==> config.mk <==
export PLATFORM = sky130hd
export DESIGN_NAME = baked_cb_config_loader
export DESIGN_NICKNAME = d
export VERILOG_FILES = /design/src/rtl/baked_cb_config_loader.sv
export SDC_FILE = /design/constraint.sdc
export NUM_CORES = 1
export LEC_CHECK = 0
export CORE_MARGIN = 3
export CORE_UTILIZATION = 40
export DETAILED_ROUTE_END_ITERATION = 10
export DONT_BUFFER_PORTS = 1
export MAX_ROUTING_LAYER = met4
export PLACE_DENSITY_LB_ADDON = 0.15
export SYNTH_ARGS = -nofsm -noshare
export SYNTH_HDL_FRONTEND = slang
export SYNTH_SLANG_ARGS = --single-unit
==> constraint.sdc <==
create_clock -name clk -period 2.2 [get_ports clk]
set_input_delay 0.44 -clock clk [delete_from_list [all_inputs] [get_ports clk]]
set_output_delay 0.44 -clock clk [all_outputs]
set_load 0.1 [all_outputs]
==> src/rtl/baked_cb_config_loader.sv <==
// ---------------------------------------------------------------------------
// baked_cb_config_loader
//
// Loads a configuration bitstream into a daisy chain of baked connection
// blocks. Configuration words arrive on a valid/ready stream. Each word is
// shifted LSB-first onto shift_in while cen is high. Once exactly CHAIN_LEN
// bits have been shifted, a single set_in pulse commits the chain. The bits
// that fall out of the chain tail (shift_out) are returned one cycle later as
// a readback stream on rb_valid / rb_bit.
//
// Handshake: a word is transferred on a rising clk edge where word_valid and
// word_ready are both high. word_ready is registered and only high in FETCH.
// word_valid may be raised or dropped at any time and does not depend on
// word_ready.
//
// Ports:
//   clk, rst            clock, asynchronous active-high reset
//   start               begin a load (sampled only in IDLE)
//   abort               cancel a load from any non-IDLE state
//   word_in/word_valid  configuration word stream, word_ready back-pressure
//   cen, shift_in       chain shift enable and serial data into the chain
//   set_in              one-cycle commit pulse to the chain
//   shift_out           serial data from the chain tail
//   rb_valid, rb_bit    readback of shift_out, one cycle after each cen
//   busy                high whenever the loader is not IDLE
//   done, aborted       one-cycle completion / cancellation pulses
//   dbg_state           current FSM state, for debug and checkers
// ---------------------------------------------------------------------------
module baked_cb_config_loader #(
    parameter int CHAIN_LEN = 256,
    parameter int WORD      = 32,
    parameter int CNT_W     = $clog2(CHAIN_LEN + 1)
) (
    input  logic            clk,
    input  logic            rst,
    input  logic            start,
    input  logic            abort,
    input  logic [WORD-1:0] word_in,
    input  logic            word_valid,
    output logic            word_ready,
    output logic            cen,
    output logic            shift_in,
    output logic            set_in,
    input  logic            shift_out,
    output logic            rb_valid,
    output logic            rb_bit,
    output logic            busy,
    output logic            done,
    output logic            aborted,
    output logic [2:0]      dbg_state
);

    // nbits never exceeds WORD, so it only needs to count up to WORD.
    localparam int NB_W = $clog2(WORD + 1);
    localparam logic [CNT_W-1:0] LAST_IDX = CNT_W'(CHAIN_LEN - 1);

    typedef enum logic [2:0] {
        S_IDLE   = 3'd0,
        S_FETCH  = 3'd1,
        S_SHIFT  = 3'd2,
        S_COMMIT = 3'd3,
        S_FINISH = 3'd4
    } state_t;

    state_t            state;
    logic [CNT_W-1:0]  bits_done;
    logic [NB_W-1:0]   nbits;
    logic [WORD-1:0]   sreg;
    logic [31:0]       remaining;
    logic [NB_W-1:0]   nbits_load;

    assign dbg_state = state;

    // Bits still owed to the chain; the last word is trimmed to this count
    // so bits_done can never run past CHAIN_LEN.
    always_comb begin
        remaining  = 32'(CHAIN_LEN) - 32'(bits_done);
        nbits_load = NB_W'(WORD);
        if (remaining < 32'(WORD)) begin
            nbits_load = NB_W'(remaining);
        end
    end

    // Every chain-facing output is a register that is updated on the same
    // edge as the state it belongs to: cen mirrors SHIFT, word_ready mirrors
    // FETCH, set_in mirrors COMMIT and done mirrors FINISH. The bit on
    // shift_in is pre-loaded when entering SHIFT and advanced each cycle, so
    // sreg only holds the bits that have not yet been presented.
    always_ff @(posedge clk or posedge rst) begin
        if (rst) begin
            state      <= S_IDLE;
            bits_done  <= '0;
            nbits      <= '0;
            sreg       <= '0;
            word_ready <= 1'b0;
            cen        <= 1'b0;
            shift_in   <= 1'b0;
            set_in     <= 1'b0;
            busy       <= 1'b0;
            done       <= 1'b0;
            aborted    <= 1'b0;
        end else begin
            done    <= 1'b0;
            aborted <= 1'b0;
            set_in  <= 1'b0;

            if (abort && (state != S_IDLE)) begin
                // Abort wins over start, word acceptance and commit; the
                // partial word is dropped.
                state      <= S_IDLE;
                word_ready <= 1'b0;
                cen        <= 1'b0;
                shift_in   <= 1'b0;
                busy       <= 1'b0;
                aborted    <= 1'b1;
                nbits      <= '0;
                sreg       <= '0;
            end else begin
                case (state)
                    S_IDLE: begin
                        if (start) begin
                            state      <= S_FETCH;
                            bits_done  <= '0;
                            word_ready <= 1'b1;
                            busy       <= 1'b1;
                        end
                    end

                    S_FETCH: begin
                        if (word_valid && word_ready) begin
                            state      <= S_SHIFT;
                            word_ready <= 1'b0;
                            cen        <= 1'b1;
                            shift_in   <= word_in[0];
                            sreg       <= word_in >> 1;
                            nbits      <= nbits_load;
                        end
                    end

                    S_SHIFT: begin
                        bits_done <= bits_done + CNT_W'(1);
                        nbits     <= nbits - NB_W'(1);
                        if (nbits == NB_W'(1)) begin
                            // Last bit of this word is on shift_in now.
                            cen      <= 1'b0;
                            shift_in <= 1'b0;
                            if (bits_done == LAST_IDX) begin
                                state  <= S_COMMIT;
                                set_in <= 1'b1;
                            end else begin
                                state      <= S_FETCH;
                                word_ready <= 1'b1;
                            end
                        end else begin
                            shift_in <= sreg[0];
                            sreg     <= sreg >> 1;
                        end
                    end

                    S_COMMIT: begin
                        state <= S_FINISH;
                        done  <= 1'b1;
                    end

                    S_FINISH: begin
                        state <= S_IDLE;
                        busy  <= 1'b0;
                    end

                    default: begin
                        state      <= S_IDLE;
                        word_ready <= 1'b0;
                        cen        <= 1'b0;
                        shift_in   <= 1'b0;
                        busy       <= 1'b0;
                    end
                endcase
            end
        end
    end

    // Readback: whatever the chain tail shows during a shift cycle is
    // returned on the following cycle, independent of the load FSM.
    always_ff @(posedge clk or posedge rst) begin
        if (rst) begin
            rb_valid <= 1'b0;
            rb_bit   <= 1'b0;
        end else begin
            rb_valid <= cen;
            if (cen) begin
                rb_bit <= shift_out;
            end
        end
    end

endmodule

=== Word level (Yosys, flattened, before mapping) ===
Index checks and enable logic that the tools add are counted.

* Register bits: 59
* Bits in latches: 0
* Bits in writable memories: 0
* Memory bits (read-only): 0
* Input port bits: 38
* Output and inout bits: 12
* Logic and storage cells: 89
* Memories kept: 0

* $add $sub $neg: 3
* Multiply operators: 0
* Div/mod/pow operators: 0
* Order comparisons: 1
* Eq/ne operators: 15
* Shift operators: 0
* Mux-type cells: 39
* Bitwise logic cells: 1
* Reduce and logical (&&, ||, !) cells: 17

{| class="wikitable"
|+ Operators with widths
! operator !! number
|-
| 32-bit two-way mux || 3
|-
| 32-bit one-hot mux with 2 select lines || 1
|-
| 32-bit by 6-bit less-than comparator with 1-bit output (second input constant) || 1
|-
| 1-bit two-way mux || 19
|-
| 6-bit two-way mux || 3
|-
| 9-bit one-hot mux with 2 select lines || 1
|-
| 3-bit != test (second input constant) || 5
|-
| 3-bit two-way mux || 4
|-
| 3-bit one-hot mux with 4 select lines || 1
|-
| 6-bit one-hot mux with 2 select lines || 1
|-
| 3-bit AND reduction || 4
|-
| 9-bit by 9-bit subtractor with 10-bit output (first input constant) || 1
|-
| 9-bit by 1-bit adder with 9-bit output (second input constant) || 1
|-
| 9-bit by 8-bit equality test with 1-bit output (second input constant) || 1
|-
| 9-bit two-way mux || 1
|-
| 3-bit by 2-bit equality test with 1-bit output (second input constant) || 2
|-
| 6-bit by 1-bit equality test with 1-bit output (second input constant) || 1
|-
| 2-bit by 1-bit != test with 1-bit output (second input constant) || 3
|-
| 1-bit one-hot mux with 3 select lines || 2
|-
| 2-bit AND reduction || 3
|-
| 3-bit nonzero test || 2
|-
| 3-bit OR reduction || 2
|-
| 6-bit by 1-bit subtractor with 6-bit output (second input constant) || 1
|-
| 5-bit AND reduction || 1
|-
| other kinds (11) || 12
|}

=== Logic depth before layout (Yosys ltp) ===
Gate-level depths: netlist of run 1.

* Depth after elaboration: 6
* Gate-level depth with buffers: 10
* Depth with buffers taken out: 9

=== Least setup slack after synthesis of run 1 ===
OpenSTA, ideal clock, no wires.

* Kind: reg-to-reg
* From: reg state[1], in the netlist dbg_state[1]
* To: reg sreg[9]
* Library setup time: 126 ps
* Arrival: 2,262 ps
* Required time: 2,074 ps
* Slack: -188 ps
* Cell stages (with the launch flop): 9
* Path buffers: 3
* Clock period less this slack: 2,388 ps
* Cells stage by stage: dfrtp_1 buf_2 nor3_1 a221o_2 a21o_2 buf_6 buf_4 nand2_1 o21ai_0

* Word-level cells in the longest chain between the ends: 4
* Elaborated cells on any way between the ends: 10
* Those cells by class: 4 x eq/ne; 2 x mux; 4 x reduce/logical

{| class="wikitable"
|+ Ends and longest elaborated chain
! item !! line !! RTL
|-
| start: declaration || 65 || <nowiki>state_t state;</nowiki>
|-
| start signal: assignment || 91 || <nowiki>state <= S_IDLE;</nowiki>
|-
| start signal: assignment || 110 || <nowiki>state <= S_IDLE;</nowiki>
|-
| start signal: assignment || 122 || <nowiki>state <= S_FETCH;</nowiki>
|-
| 3-bit nonzero test || 107 || <nowiki>if (abort && (state != S_IDLE)) begin</nowiki>
|-
| 1-bit logical AND || 107 ||
|-
| 3-bit != test (no line) or 3-bit nonzero test (tied branches) || - ||
|-
| 3-bit AND reduction (no line) || - ||
|-
| end signal: assignment || 135 || <nowiki>sreg <= word_in >> 1;</nowiki>
|-
| end signal: assignment || 156 || <nowiki>sreg <= sreg >> 1;</nowiki>
|-
| end: declaration || 68 || <nowiki>logic [WORD-1:0] sreg;</nowiki>
|}

Parallel ways exist; a longest one is shown, timed or not.
A chain may end at the register's enable or synchronous reset.

=== Worst setup path after layout of run 1 ===
* From: reg bits_done[0]
* To: reg nbits[0]

* Word-level cells in the longest chain between the ends: 6

{| class="wikitable"
|+ Ends and longest elaborated chain
! item !! line !! RTL
|-
| start: declaration || 66 || <nowiki>logic [CNT_W-1:0] bits_done;</nowiki>
|-
| start signal: assignment || 141 || <nowiki>bits_done <= bits_done + CNT_W'(1);</nowiki>
|-
| 9-bit by 9-bit subtractor with 10-bit output * || 77 || <nowiki>remaining = 32'(CHAIN_LEN) - 32'(bits_done);</nowiki>
|-
| 32-bit by 6-bit less-than comparator with 1-bit output || 79 || <nowiki>if (remaining < 32'(WORD)) begin</nowiki>
|-
| 6-bit two-way mux * || 79 ||
|-
| 6-bit two-way mux * || 130 || <nowiki>if (word_valid && word_ready) begin</nowiki>
|-
| 6-bit one-hot mux with 2 select lines * || 119 || <nowiki>case (state)</nowiki>
|-
| 6-bit two-way mux * || 107 ||
|-
| end signal: assignment || 136 || <nowiki>nbits <= nbits_load;</nowiki>
|-
| end signal: assignment || 142 || <nowiki>nbits <= nbits - NB_W'(1);</nowiki>
|-
| end: declaration || 67 || <nowiki>logic [NB_W-1:0] nbits;</nowiki>
|}

Every way passes the cells marked *; elsewhere a longest branch is shown, timed or not. The select of a mux whose other input is x is not followed.

==> results of run 1 <==
-- metal layers --
layer | vias to the layer above | wire (um) | GRT usage (%)
met5 | - | 0 | -
met2 | 49 | 3150 | 26.0
met1 | 1089 | 3200 | 23.0
met4 | 0 | 131 | 8.42
met3 | 11 | 286 | 3.49
li1 | 1144 | - | -
-- power breakdown --
group	switching, mW	internal, mW	leakage (nW)	total, mW
Clock	0.453	0.438	0.0882	0.891
Combinational	1.53	0.784	0.626	2.31
Sequential	0.351	1.47	0.749	1.82
-- metrics by stage --
step | cells | setup WS, ns
global placement | 409 | 0.286
CTS | 426 | 0.218
floorplan | 316 | 0.0923
finish | 426 | 0.212
detailed placement | 409 | 0.217
global route | 426 | 0.0703
-- state kept, by name, summed over array words and instances, names as in the netlist --
name / cells
aborted: 1
bits_done: 9
busy: 1
cen: 1
dbg_state: 3
done: 1
nbits: 6
rb_bit: 1
rb_valid: 1
set_in: 1
shift_in: 1
sreg: 31
word_ready: 1
-- logic make-up after synthesis --
| kind of cell | synth area share [%] |
|---|---|
| AOI/OAI and AO/OA | 23.0 |
| xor gates and xnor gates | 2.64 |
| adders and majority gates | 2.09 |
| buffers and inverters | 5.56 |
| DFF | 48.5 |
| muxes | 0.376 |
| and+or+nand+nor | 17.9 |
-- area by class of cell --
cell class | count | area share [%]
inverter | 8 | 0.900
tap | 96 | 3.60
clock buffer | 10 | 4.12
multi-input combinational | 228 | 41.2
sequential | 58 | 43.6
clock inverter | 6 | 1.27
timing repair buffer | 20 | 5.32
-- how the worst max path moves through the flow --
stage / slack, ns / to / startpoint
global placement: 0.29 / nbits[3] / bits_done[0]
detailed placement: 0.22 / nbits[3] / bits_done[0]
CTS: 0.22 / nbits[0] / bits_done[0]
global route: 0.07 / nbits[3] / bits_done[0]
floorplan: 0.09 / sreg[9] / dbg_state[1]
finish: 0.21 / nbits[0] / bits_done[0]
-- cell usage in the layout (no fill, tap or decap), types with 3 or more instances in the layout --
cell type                  count
sky130_fd_sc_hd__buf_4        17
sky130_fd_sc_hd__nor2_1       20
sky130_fd_sc_hd__nand3_1       6
sky130_fd_sc_hd__nand2_1      52
sky130_fd_sc_hd__a221o_1       3
sky130_fd_sc_hd__nor3_1       10
sky130_fd_sc_hd__nor2b_1       3
sky130_fd_sc_hd__clkbuf_8     10
sky130_fd_sc_hd__a22oi_1      30
sky130_fd_sc_hd__dfrtp_2       4
sky130_fd_sc_hd__dfrtp_1      54
sky130_fd_sc_hd__xnor2_1       7
sky130_fd_sc_hd__a21oi_1      10
sky130_fd_sc_hd__o31ai_1       3
sky130_fd_sc_hd__o21ai_0      44
sky130_fd_sc_hd__inv_1         7
sky130_fd_sc_hd__ha_1          5
-- cell usage after synthesis, drive strengths merged (3+ instances only) --
library cell   n  area share [%]
inv            8             1.0
nor2          20             2.5
nand3          6             1.0
nor2b          4             1.1
ha             5             2.1
a21oi         10             1.7
nand2         52             6.5
a221o          5             1.8
o21ai         45             7.7
buf           12             3.3
xnor2          7             2.0
clkbuf        10             1.3
a22oi         30             7.5
nor3          11             2.0
dfrtp         58              49
o31ai          3            0.75
-- worst max-delay path: cells and delay by family, from the launching register on --
| family | cells | cell delay [ns] |
|---|---|---|
| and+or+nand+nor | 2 | 0.68 |
| AOI/OAI and AO/OA | 3 | 0.53 |
| DFF | 1 | 0.44 |
| adders and majority gates | 1 | 0.19 |
| buffers and inverters | 1 | 0.08 |
-- timing repair --
item / 4_1_cts / 5_1_grt
hold endpoints to repair: 17 / 0
setup endpoints to repair: 0 / 0
hold buffers: 1 / 0
==> impl_metrics.sql, run 1 <==
INSERT INTO impl_metrics (metric_group, metric, value, unit) VALUES
('run_status', 'outcome', 'complete, no violations', ''),
('hold_path', 'hold_depth', '1', ''),
('clock_tree', 'cts_tree', 'yes', ''),
('yosys', 'postSynth.topFlopCell', 'sky130_fd_sc_hd__dfrtp_1', ''),
('finish', 'finalCoreUtilization', '47.6', '%'),
('finish', 'final_design_area_no_fill', '3340', 'um^2'),
('worst_setup_path', 'largest_fanout_of_any_net_on_the_critical_path', '7', ''),
('grt', 'groute.usage.overall', '17.5', '%'),
('clock_tree', 'tritoncts_num_sinks', '58', ''),
('placement', 'place_hpwl', '4490', 'um'),
('grt', 'grt_pass1_vias', '2297', ''),
('route', 'vias', '2293', ''),
('finish', 'multi_input_area', '1370', 'um^2'),
('clock_tree', 'cts_h_tree_depth', '3', ''),
('worst_setup_path', 'end_kind', 'register', ''),
('floorplan', 'floorplan.initialDensity', '42.6', '%'),
('route', 'drt_iter0_drc', '164', ''),
('worst_setup_path', 'timing.critical_path.from_type', 'register', ''),
('grt', 'maximum_number_of_pins_on_one_net_before_global_route_repair', '63', ''),
('yosys', 'synth_fp_nets', '359', ''),
('placement', 'routabilityCongestion', '0.858', ''),
('timing', 'max_freq', '503', 'MHz'),
('worst_setup_path', 'cells_traversed_along_the_worst_timing_path', 'inv_1, ha_1, nor4b_2, o21bai_1, a31oi_1, nor3_2, a221o_1', ''),
('hold_path', 'hold_end', 'dbg_state[2]', ''),
('placement', 'io_buffer_count', '0', ''),
('finish', 'area_growth_syn_to_layout', '11.6', '%'),
('pwr', 'power.leakage', '1.46', 'nW'),
('timing', 'unrepaired_setup_endpoints_after_global_routing', 'no', ''),
('worst_setup_path', 'cp_slowest_cell', 'sky130_fd_sc_hd__dfrtp_1', ''),
('yosys', 'ys_ff_latch', '58', ''),
('yosys', 'syn-instance-count', '316', ''),
('timing', 'timing.clock.skew', '0.0132', 'ns'),
('yosys', 'synth-edff-count', '0', ''),
('worst_setup_path', 'worst-r2r-setup-slack', '0.21', 'ns'),
('timing', 'finalHoldViolations', '0', ''),
('worst_setup_path', 'worst-endpoint-required', '2.47', 'ns'),
('placement', 'postPlaceCellArea', '3150', 'um^2'),
('timing', 'timing_worst_slew_pin_value', '0.893', 'ns'),
('grt', 'grt_pass1_wl', '11500', 'um'),
('timing', 'setup_viol_count_final', '0', ''),
('finish', 'num-nets-final', '368', ''),
('finish', 'layout-drive-gt1-share', '16.7', '%'),
('finish', 'layout.filler_cells', '679', ''),
('worst_setup_path', 'cp_data_arrival_time', '2.26', 'ns'),
('route', 'number_of_remaining_drc_errors', '0', ''),
('worst_setup_path', 'critPathKind', 'register to register', ''),
('timing', 'fin_worst_hold_slack', '0.159', 'ns'),
('grt', 'grt_remaining_overflow', '0', ''),
('yosys', 'syn_std_cell_area', '2990', 'um^2'),
('clock_tree', 'worst_skew_pair.late_latency', '0.34', 'ns'),
('hold_path', 'hold_start', 'abort', ''),
('floorplan', 'pin_count', '50', ''),
('clock_tree', 'clock_tree.buffer_depth', '2', ''),
('timing', 'finalMaxSlewViolations', '0', ''),
('clock_tree', 'numCtsBuffers', '9', ''),
('yosys', 'yosys_warnings', '0', ''),
('worst_setup_path', 'critical_path.reg2reg.startpoint', 'bits_done[0]', ''),
('route', 'drt.antenna.violating_nets', '0', ''),
('clock_tree', 'clkTransAtPathRegs', '0.07', 'ns'),
('timing', 'fin_crit', '1.99', 'ns'),
('yosys', 'syn_avg_cell_area', '9.47', 'um^2'),
('job', 'drv.max_cap_violation_count', '0', ''),
('floorplan', 'core', '7020', 'um^2'),
('route', 'route.detailed.wl_per_inst', '15.9', 'um'),
('pwr', 'report.power.total', '5.02', 'mW'),
('worst_setup_path', 'worst_flop_to_flop_path_endpoint', 'nbits[0]', ''),
('clock_tree', 'number_of_buffers_inserted_by_post_cts_setup_repair', '0', ''),
('hold_path', 'timing.hold.worst.class', 'primary input to register', ''),
('floorplan', 'fp.dieH', '92.5', 'um'),
('timing', 'max_slew_margin', '40.4', '%'),
('timing', 'setup-tns-final', '0', 'ns');
(Power assumes the default switching activity.)
==> run 2, diff against run 1 <==
--- a/config.mk
+++ b/config.mk
@@ -11,6 +11,7 @@
 export DONT_BUFFER_PORTS = 1
 export MAX_ROUTING_LAYER = met4
 export PLACE_DENSITY_LB_ADDON = 0.15
+export SKIP_CTS_REPAIR_TIMING = 1
 export SYNTH_ARGS = -nofsm -noshare
 export SYNTH_HDL_FRONTEND = slang
 export SYNTH_SLANG_ARGS = --single-unit
==> results of run 2 <==
Final layout, timing and power as in run 1 (identical DEF).
